$ cat config.mk
export PLATFORM = sky130hd
export DESIGN_NAME = mainfsm
export DESIGN_NICKNAME = d
export VERILOG_FILES = /design/src/rtl/mainfsm.sv
export SDC_FILE = /design/constraint.sdc
export NUM_CORES = 1
export LEC_CHECK = 0
export ABC_CLOCK_PERIOD_IN_PS = 2460
export CAP_MARGIN = 10
export CELL_PAD_IN_SITES_DETAIL_PLACEMENT = 0
export CELL_PAD_IN_SITES_GLOBAL_PLACEMENT = 1
export CORE_MARGIN = 3
export CORE_UTILIZATION = 32
export CTS_CLUSTER_DIAMETER = 60
export DETAILED_ROUTE_END_ITERATION = 8
export GPL_ROUTABILITY_DRIVEN = 0
export PLACE_DENSITY = 0.81
export SYNTH_ARGS = -nofsm -noshare
export SYNTH_HDL_FRONTEND = slang
export SYNTH_SLANG_ARGS = --single-unit
$ cat constraint.sdc
create_clock -name clk -period 2.46 [get_ports clk]
set_input_delay 0.738 -clock clk [delete_from_list [all_inputs] [get_ports clk]]
set_output_delay 0.738 -clock clk [all_outputs]
set_load 0.02 [all_outputs]
$ cat src/rtl/mainfsm.sv
// Purpose : Moore control FSM sequencing the multicycle ARM datapath (fetch/decode/execute/mem/writeback).
// Latency : one state per clock; DP 4, LDR 5, STR 4, B 3, undefined 3 cycles including FETCH.
// Backpressure: none; the FSM free-runs and Op/Funct are only sampled in DECODE and MEMADR.
//
// Ports:
//   clk, reset        rising-edge clock, asynchronous active-high reset (forces FETCH)
//   Op, Funct         Instr[27:26] and Instr[25:20] from the instruction register
//   IRWrite..ALUOp    unconditional datapath controls
//   NextPC/RegW/MemW/Branch  raw write requests, gated downstream by condlogic
//   State             current state code for debug
module mainfsm (
    input  logic       clk,
    input  logic       reset,
    input  logic [1:0] Op,
    input  logic [5:0] Funct,
    output logic       IRWrite,
    output logic       AdrSrc,
    output logic [1:0] ALUSrcA,
    output logic [1:0] ALUSrcB,
    output logic [1:0] ResultSrc,
    output logic       ALUOp,
    output logic       NextPC,
    output logic       RegW,
    output logic       MemW,
    output logic       Branch,
    output logic [3:0] State
);

    typedef enum logic [3:0] {
        FETCH    = 4'd0,
        DECODE   = 4'd1,
        MEMADR   = 4'd2,
        MEMRD    = 4'd3,
        MEMWB    = 4'd4,
        MEMWR    = 4'd5,
        EXECUTER = 4'd6,
        EXECUTEI = 4'd7,
        ALUWB    = 4'd8,
        BRANCH   = 4'd9,
        UNKNOWN  = 4'd10
    } state_t;

    typedef struct packed {
        logic       irwrite;
        logic       adrsrc;
        logic [1:0] alusrca;
        logic [1:0] alusrcb;
        logic [1:0] resultsrc;
        logic       aluop;
        logic       nextpc;
        logic       regw;
        logic       memw;
        logic       branch;
    } ctrl_t;

    state_t state_q;
    state_t state_nxt;
    ctrl_t  ctrl_q;

    // Only Funct[5] (I) and Funct[0] (L/S) steer sequencing.
    logic unused_funct;
    assign unused_funct = ^Funct[4:1];

    // Moore output table. Anything not set stays 0, which also makes UNKNOWN
    // and the unreachable codes issue no writes.
    function automatic ctrl_t ctrl_of(input state_t s);
        ctrl_t c;
        c = '0;
        case (s)
            FETCH: begin
                c.irwrite   = 1'b1;
                c.alusrca   = 2'b01;
                c.alusrcb   = 2'b10;
                c.resultsrc = 2'b10;
                c.nextpc    = 1'b1;
            end
            DECODE: begin
                c.alusrca   = 2'b01;
                c.alusrcb   = 2'b10;
                c.resultsrc = 2'b10;
            end
            MEMADR: begin
                c.alusrcb   = 2'b01;
            end
            MEMRD: begin
                c.adrsrc    = 1'b1;
            end
            MEMWB: begin
                c.resultsrc = 2'b01;
                c.regw      = 1'b1;
            end
            MEMWR: begin
                c.adrsrc    = 1'b1;
                c.memw      = 1'b1;
            end
            EXECUTER: begin
                c.aluop     = 1'b1;
            end
            EXECUTEI: begin
                c.alusrcb   = 2'b01;
                c.aluop     = 1'b1;
            end
            ALUWB: begin
                c.regw      = 1'b1;
            end
            BRANCH: begin
                c.alusrca   = 2'b10;
                c.alusrcb   = 2'b01;
                c.resultsrc = 2'b10;
                c.branch    = 1'b1;
            end
            default: c = '0;
        endcase
        return c;
    endfunction

    always_comb begin
        state_nxt = FETCH;
        case (state_q)
            FETCH:    state_nxt = DECODE;
            DECODE: begin
                case (Op)
                    2'b00:   state_nxt = Funct[5] ? EXECUTEI : EXECUTER;
                    2'b01:   state_nxt = MEMADR;
                    2'b10:   state_nxt = BRANCH;
                    default: state_nxt = UNKNOWN;
                endcase
            end
            MEMADR:   state_nxt = Funct[0] ? MEMRD : MEMWR;
            MEMRD:    state_nxt = MEMWB;
            EXECUTER: state_nxt = ALUWB;
            EXECUTEI: state_nxt = ALUWB;
            default:  state_nxt = FETCH;
        endcase
    end

    // Outputs are registered from the next state so they change in lockstep
    // with State; reset loads the FETCH controls without waiting for a clock.
    always_ff @(posedge clk or posedge reset) begin
        if (reset) begin
            state_q <= FETCH;
            ctrl_q  <= ctrl_of(FETCH);
        end else begin
            state_q <= state_nxt;
            ctrl_q  <= ctrl_of(state_nxt);
        end
    end

    assign IRWrite   = ctrl_q.irwrite;
    assign AdrSrc    = ctrl_q.adrsrc;
    assign ALUSrcA   = ctrl_q.alusrca;
    assign ALUSrcB   = ctrl_q.alusrcb;
    assign ResultSrc = ctrl_q.resultsrc;
    assign ALUOp     = ctrl_q.aluop;
    assign NextPC    = ctrl_q.nextpc;
    assign RegW      = ctrl_q.regw;
    assign MemW      = ctrl_q.memw;
    assign Branch    = ctrl_q.branch;
    assign State     = state_q;

endmodule
==> flow_metrics.py, run 1 <==
metrics = {
    "worst_setup_path": {
        "regToRegSetupSlack_ns": 1.30,
        "slowest_stage": "clkdlybuf4s50_1",
        "crit_family": "buffers and inverters",
        "crit_path_end_kind": "output pin",
        "ff2ff_path_depth": 3,
        "path_cells": "clkdlybuf4s50_1",
        "timing.rr.start": "State[3]",
        "critPathMaxStageDelay_ns": 0.67,
        "cp.arrival_ns": 1.46,
        "cp_max_fo": 11,
        "worstReg2RegEnd": "ALUSrcB[0]",
        "crit_buf_inv": 1,
        "crit_required_ns": 1.72,
        "cp-start-kind": "register",
        "critical_path_class": "reg -> out",
    },
    "layout": {
        "seqCellArea_um2": 380.4,
        "drive_above_1_share_pct": 20.78,
        "fin_nets": 88,
        "fillers": 175,
        "syn_to_final_growth_pct": 41.00,
        "antenna_cells": 0,
        "multiInputGateArea_um2": 207.7,
        "fin_area_um2": 882.1,
        "stdcell_count": 102,
        "final_core_util_pct": 49.47,
    },
    "global_route": {
        "grt_max_degree": 16,
        "grt_pass1_vias": 497,
        "grt_usage_pct": 11.31,
        "grt-ovfl-total": 0,
        "grt_pass1_wl_mm": 2.132,
        "antenna_found_initial": 0,
    },
    "yosys": {
        "synth-simple-area-share_pct": 19.80,
        "synth_top_family_by_area": "simple AND/OR/NAND/NOR gates",
        "yosysSeqAreaShare_pct": 60.80,
        "synth_area_um2": 625.6,
        "yosysMostFrequentCell": "dfrtp_1",
        "synth_cells": 54,
        "yosys.area_share.adder_pct": 0,
        "synth_compound_area_share_pct": 13.40,
        "synthMuxAreaShare_pct": 0,
        "syn_avg_cell_area_um2": 11.59,
        "synth_xor_area_share_pct": 0,
        "synth.area.top_cells": "dfrtp_1, dfstp_2, buf_4",
        "synthArstFlopShare_pct": 100.0,
        "synth_edf_count": 0,
        "synth_fp_nets": 64,
        "yosys_warnings": 0,
        "ys_ff_latch": 15,
        "yosysUniqueCellTypes": 23,
        "ys.flop_type": "dfrtp_1",
        "yosys-top-cells-count": "dfrtp_1, nor2_1, nor3_1",
        "synth_top_area_cell": "dfrtp_1",
        "yosysTopAreaCellShare_pct": 44.00,
    },
    "power_and_ir_drop": {
        "cellInternalPower_uw": 690.6,
        "power.leakage_nw": 0.3787,
        "p_sw_uw": 424.0,
        "ir_worst_vdd_mv": 0.4998,
        "switching_share_pct": 38.04,
        "seqPwrFrac_pct": 38.4,
        "p_clk_share_pct": 12.3,
        "power_mw": 1.115,
        "pwr_density_cell_mw_per_mm2": 1264,
        "power_frac_comb_pct": 49.4,
    },
    "clock_tree": {
        "cts_tree": "yes",
        "clockBufferDepth": 2,
        "cts-hold-fix-buffers": 0,
        "cts.clk_slew.worst_paths_ns": 0.09,
        "clk_latency_ns": 0.28,
        "cts-root-buf": "clkbuf_4",
        "clock-sinks": 15,
        "h-tree-depth": 1,
        "cts-buffers-inserted": 3,
        "cts_setup_buffers": 0,
        "cts.repair.resized": 0,
    },
    "placement": {
        "port_buffers": 22,
        "placed_cells": 98,
        "dp_hpwl_um": 860.3,
        "placed_cell_area_um2": 854.6,
        "pre_cts_ws_ns": 0.5415,
    },
    "floorplan": {
        "die_x_um": 50.22,
        "io_pins": 27,
        "row_count": 15,
        "initial_core_util_pct": 35.09,
        "coreArea_mm2": 0.001783,
        "die_y_um": 50.22,
        "die_area_mm2": 0.002522,
    },
    "status": {
        "status": "completed",
    },
    "sta": {
        "final.setup.worst_slack_ns": 0.2585,
        "worst_slew_pin_slew_ns": 0.5510,
        "fin_crit_sh_pct": 89.49,
        "slew_violations": 0,
        "rsz0062_at_grt": "no",
        "slew_headroom_pct": 63.22,
        "skew_ns": 0.003521,
        "clock.fmax_mhz": 454.2,
        "fin_crit_ns": 2.201,
        "setup_viol": 0,
        "finalSetupTns_ns": 0,
        "hold_ws_ns": 0.6159,
        "hold_violations": 0,
    },
    "detailed_routing": {
        "detail-route-antenna-nets": 0,
        "wl_met3_um": 86,
        "drtPass1Iterations": 4,
        "wl_per_cell_um": 11.75,
        "avgViaCountPerCell": 4.529,
        "vias": 462,
        "wl_met1_um": 508,
        "wl_mm": 1.198,
        "top_layer_used": "met3",
        "drc": 0,
        "route.met2.wl_um": 603,
        "drtIter0Drc": 2,
    },
    "worst_hold_path": {
        "hold_class": "reg -> reg",
        "min_to": "State[3]",
        "holdCritStartpoint": "State[3]",
        "holdPathStages": 1,
    },
    "job": {
        "cap_violations": 0,
    },
}
==> area by class of cell <==
cell class | instances | area share, %
flip-flops and latches | 15 | 43.12
clock buffers | 3 | 2.553
well taps | 25 | 3.546
multi-input cells | 33 | 23.55
inverters | 2 | 0.8511
clock inverters | 1 | 0.5674
repair buffers | 23 | 25.82
==> layout by cell type, fill, tap and decap left out <==
cell	synthesis	routed
nor3_1	5	5
or2_2	1	1
o21bai_1	2	2
nand4bb_1	1	1
clkbuf_4	0	3
nand2b_1	1	1
nor2_1	5	5
a211oi_2	1	1
dfrtp_1	11	11
a21o_2	1	1
inv_1	2	2
clkdlybuf4s50_1	0	22
clkinv_2	0	1
nand2_1	4	4
and3_1	1	1
a21oi_1	1	1
and2b_2	1	1
a21boi_0	2	2
a2bb2oi_1	1	1
nand2b_4	1	1
o21ai_0	2	2
nor2_2	1	1
nor2b_1	1	1
dfstp_2	4	4
buf_4	4	1
a21oi_2	1	1
==> layer usage <==
| metal | global-route usage (%) | up-vias |
|---|---|---|
| li1 | - | 224 |
| met4 | 8.295 | 0 |
| met3 | 2.671 | 0 |
| met2 | 17.61 | 16 |
| met5 | 0 | - |
| met1 | 13.50 | 222 |
==> registers in the layout, summed over array words and instances, names as in the netlist <==
register,cells
ALUOp,1
ALUSrcA,2
ALUSrcB,2
AdrSrc,1
MemW,1
NextPC,1
RegW,1
ResultSrc,2
State,4
==> power groups by stage <==
stage	Combinational, mW	Sequential, mW	Clock [mW]
finish	0.550	0.428	0.137
global route	0.596	0.449	0.152
CTS	0.554	0.431	0.142
detailed placement	0.554	0.436	0
global placement	0.544	0.433	0
floorplan	0.235	0.529	0
==> cells by family (layout without fill, tap and decap cells) <==
group,after synthesis,in the layout
simple gates,22,22
flops,15,15
compound gates,11,11
buf+inv,6,29
==> worst max path at each step <==
| stage | start | endpoint | slack, ns | cells past startpoint |
|---|---|---|---|---|
| after floorplan | NextPC | NextPC | 1.00 | 1 |
| after global placement | State[0] | State[0] | 0.56 | 1 |
| after detailed placement | Op[1] | ALUSrcB[0] | 0.54 | 4 |
| after CTS | State[0] | State[0] | 0.24 | 1 |
| after global routing | State[0] | State[0] | 0.18 | 1 |
| final | State[0] | State[0] | 0.26 | 1 |
Note: power is estimated with default switching activity, not from simulation.
==> run 2: changes to the inputs <==
- REMOVE_ABC_BUFFERS: unset -> 1
==> run 2 against run 1 <==
- flip-flop and latch count is the same
- cell count is the same
- largest cell class unchanged
- sequential share of layout area did not move
- combinational power about the same
- sequential power is essentially flat
==> flow_metrics.py, run 2 (synthesized netlist as in run 1, its figures left out) <==
metrics = {
    "floorplan": {
        "die_area_mm2": 0.002522,
        "die_x_um": 50.22,
        "io_pins": 27,
        "coreArea_mm2": 0.001783,
        "die_y_um": 50.22,
        "initial_core_util_pct": 35.09,
        "row_count": 15,
    },
    "job": {
        "cap_violations": 0,
    },
    "worst_setup_path": {
        "critical_path_class": "reg -> out",
        "regToRegSetupSlack_ns": 1.27,
        "crit_family": "buffers and inverters",
        "cp-start-kind": "register",
        "slowest_stage": "clkdlybuf4s50_1",
        "path_cells": "clkdlybuf4s50_1",
        "ff2ff_path_depth": 3,
        "crit_required_ns": 1.72,
        "cp.arrival_ns": 1.47,
        "cp_max_fo": 9,
        "path_depth": 1,
        "timing.rr.start": "State[3]",
        "critPathMaxStageDelay_ns": 0.67,
        "crit_buf_inv": 1,
        "worstReg2RegEnd": "ALUSrcB[0]",
        "crit_path_end_kind": "output pin",
    },
    "layout": {
        "final_common_cell": "clkdlybuf4s50_1",
        "final_cell_mix": "clkdlybuf4s50_1, dfrtp_1, nor2_1, nor3_1",
        "fin_nets": 88,
        "final_core_util_pct": 49.47,
        "antenna_cells": 0,
        "syn_to_final_growth_pct": 41.00,
        "drive_above_1_share_pct": 20.78,
        "largest_reg_flops": 4,
    },
    "status": {
        "status": "completed",
    },
    "clock_tree": {
        "cts.repair.resized": 0,
        "cts-hold-fix-buffers": 0,
        "clock-sinks": 15,
        "h-tree-depth": 1,
        "cts_tree": "yes",
        "cts.clk_slew.worst_paths_ns": 0.09,
        "clockBufferDepth": 2,
        "cts_setup_buffers": 0,
        "cts-root-buf": "clkbuf_4",
        "clk_latency_ns": 0.28,
        "cts-buffers-inserted": 3,
    },
    "detailed_routing": {
        "drtPass1Iterations": 4,
        "drtIter0Drc": 3,
        "vias": 471,
        "wl_mm": 1.133,
        "wl_per_cell_um": 11.11,
        "avgViaCountPerCell": 4.618,
        "drc": 0,
        "detail-route-antenna-nets": 0,
    },
    "global_route": {
        "grt_pass1_vias": 417,
        "grt-ovfl-total": 0,
        "grt_pass1_wl_mm": 1.945,
        "grt_max_degree": 16,
        "grt_usage_pct": 10.43,
        "antenna_found_initial": 0,
    },
    "sta": {
        "worst_slew_pin_slew_ns": 0.5313,
        "setup_viol": 0,
        "hold_violations": 0,
        "skew_ns": 0.005440,
        "hold_ws_ns": 0.5974,
        "fin_crit_sh_pct": 89.59,
        "clock.fmax_mhz": 453.7,
        "finalSetupTns_ns": 0,
        "rsz0062_at_grt": "no",
        "slew_violations": 0,
        "fin_crit_ns": 2.204,
        "slew_headroom_pct": 64.54,
    },
    "power_and_ir_drop": {
        "pwr_density_cell_mw_per_mm2": 1258,
        "ir_worst_vdd_mv": 0.4468,
        "power.leakage_nw": 0.3787,
    },
    "placement": {
        "port_buffers": 22,
        "dp_hpwl_um": 848.7,
    },
    "worst_hold_path": {
        "hold_class": "reg -> reg",
        "min_to": "State[1]",
        "holdCritStartpoint": "State[2]",
        "holdPathStages": 1,
    },
}
-- run 2: cell counts in the layout (fill, tap and decap cells not counted) --
Identical to the previous run, type by type.
-- run 2: cell type report --
type	instances	area, um^2
fill	170	900.9
sequential	15	380.4
timing repair buffer	23	227.7
multi-input combinational	33	207.7
tap	25	31.28
clock buffer	3	22.52
inverter	2	7.507
clock inverter	1	5.005
-- run 2: how the worst max path moves through the flow --
stage / start / endpoint
2_1_floorplan: NextPC / IRWrite
3_3_place_gp: State[0] / State[0]
3_5_place_dp: Op[1] / ALUSrcB[0]
4_1_cts: State[3] / State[3]
5_1_grt: State[3] / State[3]
6_report: State[3] / State[3]
-- run 2: stage by stage --
| stage | power [mW] | worst slack [ns] | cells | cell area, um^2 |
|---|---|---|---|---|
| 2_1_floorplan | 0.7306 | 1.100 | 50 | 595.6 |
| 3_3_place_gp | 0.9758 | 0.5579 | 98 | 854.6 |
| 3_5_place_dp | 0.9873 | 0.5298 | 98 | 854.6 |
| 4_1_cts | 1.121 | 0.2388 | 102 | 882.1 |
| 5_1_grt | 1.189 | 0.1844 | 102 | 882.1 |
| 6_report | 1.110 | 0.2560 | 102 | 882.1 |
-- run 2: layer usage --
| layer | wire length [um] | track usage [%] | vias to the layer above |
|---|---|---|---|
| li1 | - | - | 229 |
| met1 | 429 | 11.98 | 218 |
| met2 | 577 | 16.96 | 20 |
| met3 | 101 | 2.671 | 4 |
| met4 | 25 | 6.912 | 0 |
| met5 | 0 | 0 | - |
-- run 2: report_power, final --
| group | internal (mW) | leakage (nW) | switching (mW) | total, mW |
|---|---|---|---|---|
| Clock | 0.0602 | 0.0177 | 0.0754 | 0.136 |
| Combinational | 0.274 | 0.172 | 0.275 | 0.548 |
| Sequential | 0.356 | 0.189 | 0.0693 | 0.426 |
| Total | 0.690 | 0.379 | 0.419 | 1.11 |
==> run 3: changes to the inputs <==
- ABC_CLOCK_PERIOD_IN_PS: 2460 -> unset
- CTS_BUF_LIST: unset -> sky130_fd_sc_hd__clkbuf_8 sky130_fd_sc_hd__clkbuf_16
- SETUP_SLACK_MARGIN: unset -> 0.15
==> run 3 against run 2 <==
- cell count is the same
- non-clock buffer count is the same
- global-route usage grew 0.063 points
- register-to-register slack is essentially flat
- via count grew 1.3%
==> flow_metrics.py, run 3 (synthesized netlist as in run 1, its figures left out) <==
metrics = {
    "layout": {
        "fillers": 169,
        "seqCellArea_um2": 380.4,
        "fin_nets": 88,
        "syn_to_final_growth_pct": 44.00,
        "largest_reg_flops": 4,
        "final_cell_mix": "clkdlybuf4s50_1, dfrtp_1, nor2_1, nor3_1",
        "final_core_util_pct": 50.53,
        "multiInputGateArea_um2": 207.7,
        "drive_above_1_share_pct": 20.78,
        "final_common_cell": "clkdlybuf4s50_1",
        "antenna_cells": 0,
    },
    "placement": {
        "dp_hpwl_um": 848.7,
        "port_buffers": 22,
        "pre_cts_ws_ns": 0.5298,
    },
    "job": {
        "cap_violations": 0,
    },
    "sta": {
        "slew_violations": 0,
        "rsz0062_at_grt": "no",
        "fin_crit_sh_pct": 88.10,
        "clock.fmax_mhz": 461.4,
        "setup_viol": 0,
        "skew_ns": 0.002693,
        "fin_crit_ns": 2.167,
        "worst_slew_pin_slew_ns": 0.5295,
        "final.setup.worst_slack_ns": 0.2927,
        "hold_violations": 0,
        "finalSetupTns_ns": 0,
        "slew_headroom_pct": 64.66,
    },
    "clock_tree": {
        "cts.clk_slew.worst_paths_ns": 0.06,
        "h-tree-depth": 1,
        "cts-hold-fix-buffers": 0,
        "clockBufferDepth": 2,
        "cts_setup_buffers": 0,
        "cts_tree": "yes",
        "cts.repair.resized": 0,
        "cts-root-buf": "clkbuf_8",
        "clock-sinks": 15,
        "cts-buffers-inserted": 3,
        "clk_latency_ns": 0.24,
    },
    "power_and_ir_drop": {
        "switching_share_pct": 36.56,
        "power.leakage_nw": 0.3865,
        "seqPwrFrac_pct": 36.5,
        "p_clk_share_pct": 16.5,
        "ir_worst_vdd_mv": 0.4630,
        "cellInternalPower_uw": 742.9,
        "p_sw_uw": 428.1,
        "pwr_density_cell_mw_per_mm2": 1300,
        "power_frac_comb_pct": 47.0,
    },
    "floorplan": {
        "die_area_mm2": 0.002522,
        "initial_core_util_pct": 35.09,
        "coreArea_mm2": 0.001783,
        "io_pins": 27,
        "row_count": 15,
        "die_x_um": 50.22,
        "die_y_um": 50.22,
    },
    "detailed_routing": {
        "detail-route-antenna-nets": 0,
        "drc": 0,
        "avgViaCountPerCell": 4.676,
        "vias": 477,
        "wl_mm": 1.153,
        "drtPass1Iterations": 4,
        "wl_per_cell_um": 11.30,
        "drtIter0Drc": 5,
    },
    "worst_setup_path": {
        "crit_path_end_kind": "output pin",
        "slowest_stage": "clkdlybuf4s50_1",
        "crit_required_ns": 1.72,
        "crit_start": "State[3]",
        "crit_buf_inv": 1,
        "cp.arrival_ns": 1.43,
        "cp_max_fo": 9,
        "ff2ff_path_depth": 3,
        "timing.rr.start": "State[3]",
        "critPathMaxStageDelay_ns": 0.67,
        "path_depth": 1,
        "crit_family": "buffers and inverters",
        "critical_path_class": "reg -> out",
        "cp-start-kind": "register",
        "path_cells": "clkdlybuf4s50_1",
    },
    "global_route": {
        "grt-ovfl-total": 0,
        "grt_pass1_vias": 417,
        "antenna_found_initial": 0,
        "grt_max_degree": 16,
        "grt_usage_pct": 10.49,
        "grt_pass1_wl_mm": 1.945,
    },
    "worst_hold_path": {
        "holdCritStartpoint": "State[1]",
        "holdPathStages": 2,
        "hold_class": "reg -> reg",
    },
    "status": {
        "status": "completed",
    },
}
run 3: cell types whose count changed in the layout (fill, tap and decap cells not counted):
cell      previous run  this run
clkbuf_8             0         3
clkbuf_4             3         0
run 3: worst paths after layout:
kind	slack (ns)	end
hold reg to reg	0.60	ALUSrcB[1]
min in group asynchronous	0.84	ResultSrc[0]
setup reg to reg	1.27	ALUSrcB[0]
max in group asynchronous	1.26	NextPC
setup / recovery	0.29	State[3]
hold / removal	0.60	ALUSrcB[1]
run 3: cell type report:
type | instances | share of cell area [%]
inverters | 2 | 0.8333
multi-input cells | 33 | 23.06
clock buffers | 3 | 4.583
well taps | 25 | 3.472
repair buffers | 23 | 25.28
clock inverters | 1 | 0.5556
flip-flops and latches | 15 | 42.22
run 3: routing by layer:
metal,vias up,global-route usage (%),share of wire (%)
met5,-,0,0
met4,0,6.912,2.7
met3,5,2.671,9.5
met2,22,16.74,49
met1,222,12.36,39
li1,228,-,-
run 3: through the flow:
| stage | area (um^2) | hold slack [ns] | total power, mW | instances |
|---|---|---|---|---|
| 2_1_floorplan | 595.6 | 0.6366 | 0.7306 | 50 |
| 3_3_place_gp | 854.6 | 0.5893 | 0.9758 | 98 |
| 3_5_place_dp | 854.6 | 0.5846 | 0.9873 | 98 |
| 4_1_cts | 900.9 | 0.5952 | 1.180 | 102 |
| 5_1_grt | 900.9 | 0.6267 | 1.248 | 102 |
| 6_report | 900.9 | 0.6011 | 1.171 | 102 |
run 3: power groups by stage:
stage / clock network [mW] / logic (mW) / registers [mW]
floorplan: 0 / 0.167 / 0.563
CTS: 0.196 / 0.555 / 0.429
detailed placement: 0 / 0.555 / 0.433
global route: 0.209 / 0.593 / 0.446
finish: 0.193 / 0.550 / 0.427
global placement: 0 / 0.544 / 0.432
==> patch (config.mk and constraints of run 3) <==
Put a register stage on the output `ALUSrcA`, without a reset. The value now appears one clock later. The other outputs are not delayed to match.
--- a/src/rtl/mainfsm.sv
+++ b/src/rtl/mainfsm.sv
@@ -148,7 +148,9 @@
 
     assign IRWrite   = ctrl_q.irwrite;
     assign AdrSrc    = ctrl_q.adrsrc;
-    assign ALUSrcA   = ctrl_q.alusrca;
+    always_ff @(posedge clk) begin
+        ALUSrcA <= ctrl_q.alusrca;
+    end
     assign ALUSrcB   = ctrl_q.alusrcb;
     assign ResultSrc = ctrl_q.resultsrc;
     assign ALUOp     = ctrl_q.aluop;
Behaviour: not the same (a bounded check fails within 4 cycles, from zero or initial values and one cycle with reset high).
==> patch against run 3 <==
- critical path depth did not move
- non-clock buffer count is 1 lower
- sequential cell count grew 2
- routed wire length is 1.9% higher
- final area rose by 4.0%
- setup slack got worse by 2.7 ps
- synthesized area rose by 10%
- power up 3.7%
==> patch: results (changes against run 3) <==
stage;metric;value;unit;change
routing;final wirelength;1.18;mm;was 1.15 mm
timing;Fin Clk Skew;6.31;ps;was 2.69 ps
final_layout;ratio of cells with drive above 1 in the final layout;20.5;%;was 20.8%
worst_setup_path;cell family contributing the most delay on the critical path;buffers and inverters;;unchanged
cts;Num CTS Buffers;3;;unchanged
routing;DR iter-0 viols;4;;was 5
worst_setup_path;CP Data Arrival Time;1430;ps;about the same
run_status;status;finished, final reports clean;;unchanged
timing;Slew headroom;63.7;%;was 64.7%
final_layout;fin nets;89;;was 88
cts;Worst-Skew Late Latency;250;ps;
final_layout;ant diodes;0;;unchanged
routing;Vias;472;;was 477
global_route;largest net degree at the start of global routing;16;;unchanged
cts;Clock Pin Slew Worst Setup and Hold Paths;60;ps;about the same
yosys;Yosys warning total;0;;unchanged
yosys;top post-synthesis cells by area;dfrtp_1 40%, dfstp_2 15%, buf_4 7.6%;;was dfrtp_1 44%, dfstp_2 17%, buf_4 4.8%
routing;drt pass-1 iters;2;;was 4
worst_setup_path;Crit Path Max Fanout;11;;was 9
final_layout;fill count;194;;was 169
global_route;Global Route met2 Usage;15.9;%;was 16.7%
pwr;P_leak;0.000396;uW;was 0.000386 uW
yosys;ys flop type;dfrtp_1;;unchanged
global_route;met3 Use GR;2.85;%;was 2.67%
global_route;global-route wire length before repair;1.92;mm;was 1.95 mm
final_layout;post-route non-filler standard cell count;105;;was 102
yosys;commonest cells in the synthesized netlist;11 x dfrtp_1, 7 x buf_4, 5 x nor2_1, 5 x nor3_1;;was 11 x dfrtp_1, 5 x nor2_1, 5 x nor3_1
placed_design;DP Cell Count;101;;was 98
global_route;vias in the first global route;435;;was 417
global_route;initial antenna violation count;0;;unchanged
cts;CTS root buffer;clkbuf_8;;unchanged
pwr;VDD IR max;0.399;mV;was 0.463 mV
yosys;sequential share of the synthesized area;61.1;%;was 60.8%
cts;Setup Buffers After CTS;0;;unchanged
yosys;syn avg cell area;11.7;sq um;was 11.6 sq um
worst_setup_path;CP max-delay cell;clkdlybuf4s50_1;;unchanged
cts;CTS-repair resized insts;0;;unchanged
yosys;Synth cell types;24;;was 23
hold_path;hold crit path type;reg2reg;;unchanged
global_route;GRT Total Usage;9.95;%;was 10.5%
final_layout;max reg flops;4;;unchanged
global_route;met1 Use GR;12.1;%;was 12.4%
yosys;ys async rst share;88.2;%;was 100%
cts;H-tree Lvls;1;;unchanged
worst_setup_path;CP max stage delay;670;ps;about the same
pwr;sw frac;35.8;%;was 36.6%
placed_design;port bufs;22;;unchanged
cts;clock buffer depth;2;;unchanged
placed_design;Final HPWL DP;850;um;was 849 um
==> patch: routing by layer <==
metal  vias to the layer above  routed length (um)
li1                        231                   -
met1                       218                 505
met2                        21                 546
met3                         2                 102
met4                         0                  21
met5                         -                   0
==> patch: cell type report <==
| cell class | count | area share [%] |
|---|---|---|
| Sequential cell | 17 | 45.0 |
| Timing Repair Buffer | 22 | 23.5 |
| Multi-Input combinational cell | 33 | 22.2 |
| Clock buffer | 3 | 4.41 |
| Tap cell | 27 | 3.60 |
| Clock inverter | 1 | 0.534 |
| Inverter | 2 | 0.801 |
==> patch: power groups by stage <==
stage	registers (uW)	logic [uW]	clock network, uW
after global routing	513	564	217
after detailed placement	498	522	0
final	494	519	201
after CTS	493	524	207
after global placement	496	517	0
after floorplan	608	167	0
==> patch: path summary, 6_finish.rpt <==
kind                            startpoint         end  slack [ps]  cells after the start
min in group asynchronous            reset    State[3]         840                      2
max in group asynchronous            reset    State[1]        1230                      2
worst max register to register    State[0]  ALUSrcB[0]        1290                      3
worst max-delay path              State[0]    State[0]         290                      1
worst min register to register      Branch  ALUSrcA[1]         370                      0
worst min-delay path                Branch  ALUSrcA[1]         370                      0
==> patch: through the flow <==
step / utilization [%] / total power (uW) / instance area [sq um] / setup slack, ps
final: 46.8 / 1210 / 937 / 290
after global routing: 46.8 / 1290 / 937 / 225
after CTS: 46.8 / 1220 / 936 / 211
after detailed placement: 44.4 / 1020 / 890 / 487
after global placement: 44.4 / 1010 / 890 / 473
after floorplan: - / 776 / 636 / 1100
==> patch: cells by family after synthesis <==
kind of cell,synth area share (%)
buf+inv,8.73
flops,61.1
simple gates,18.0
compound gates,12.2
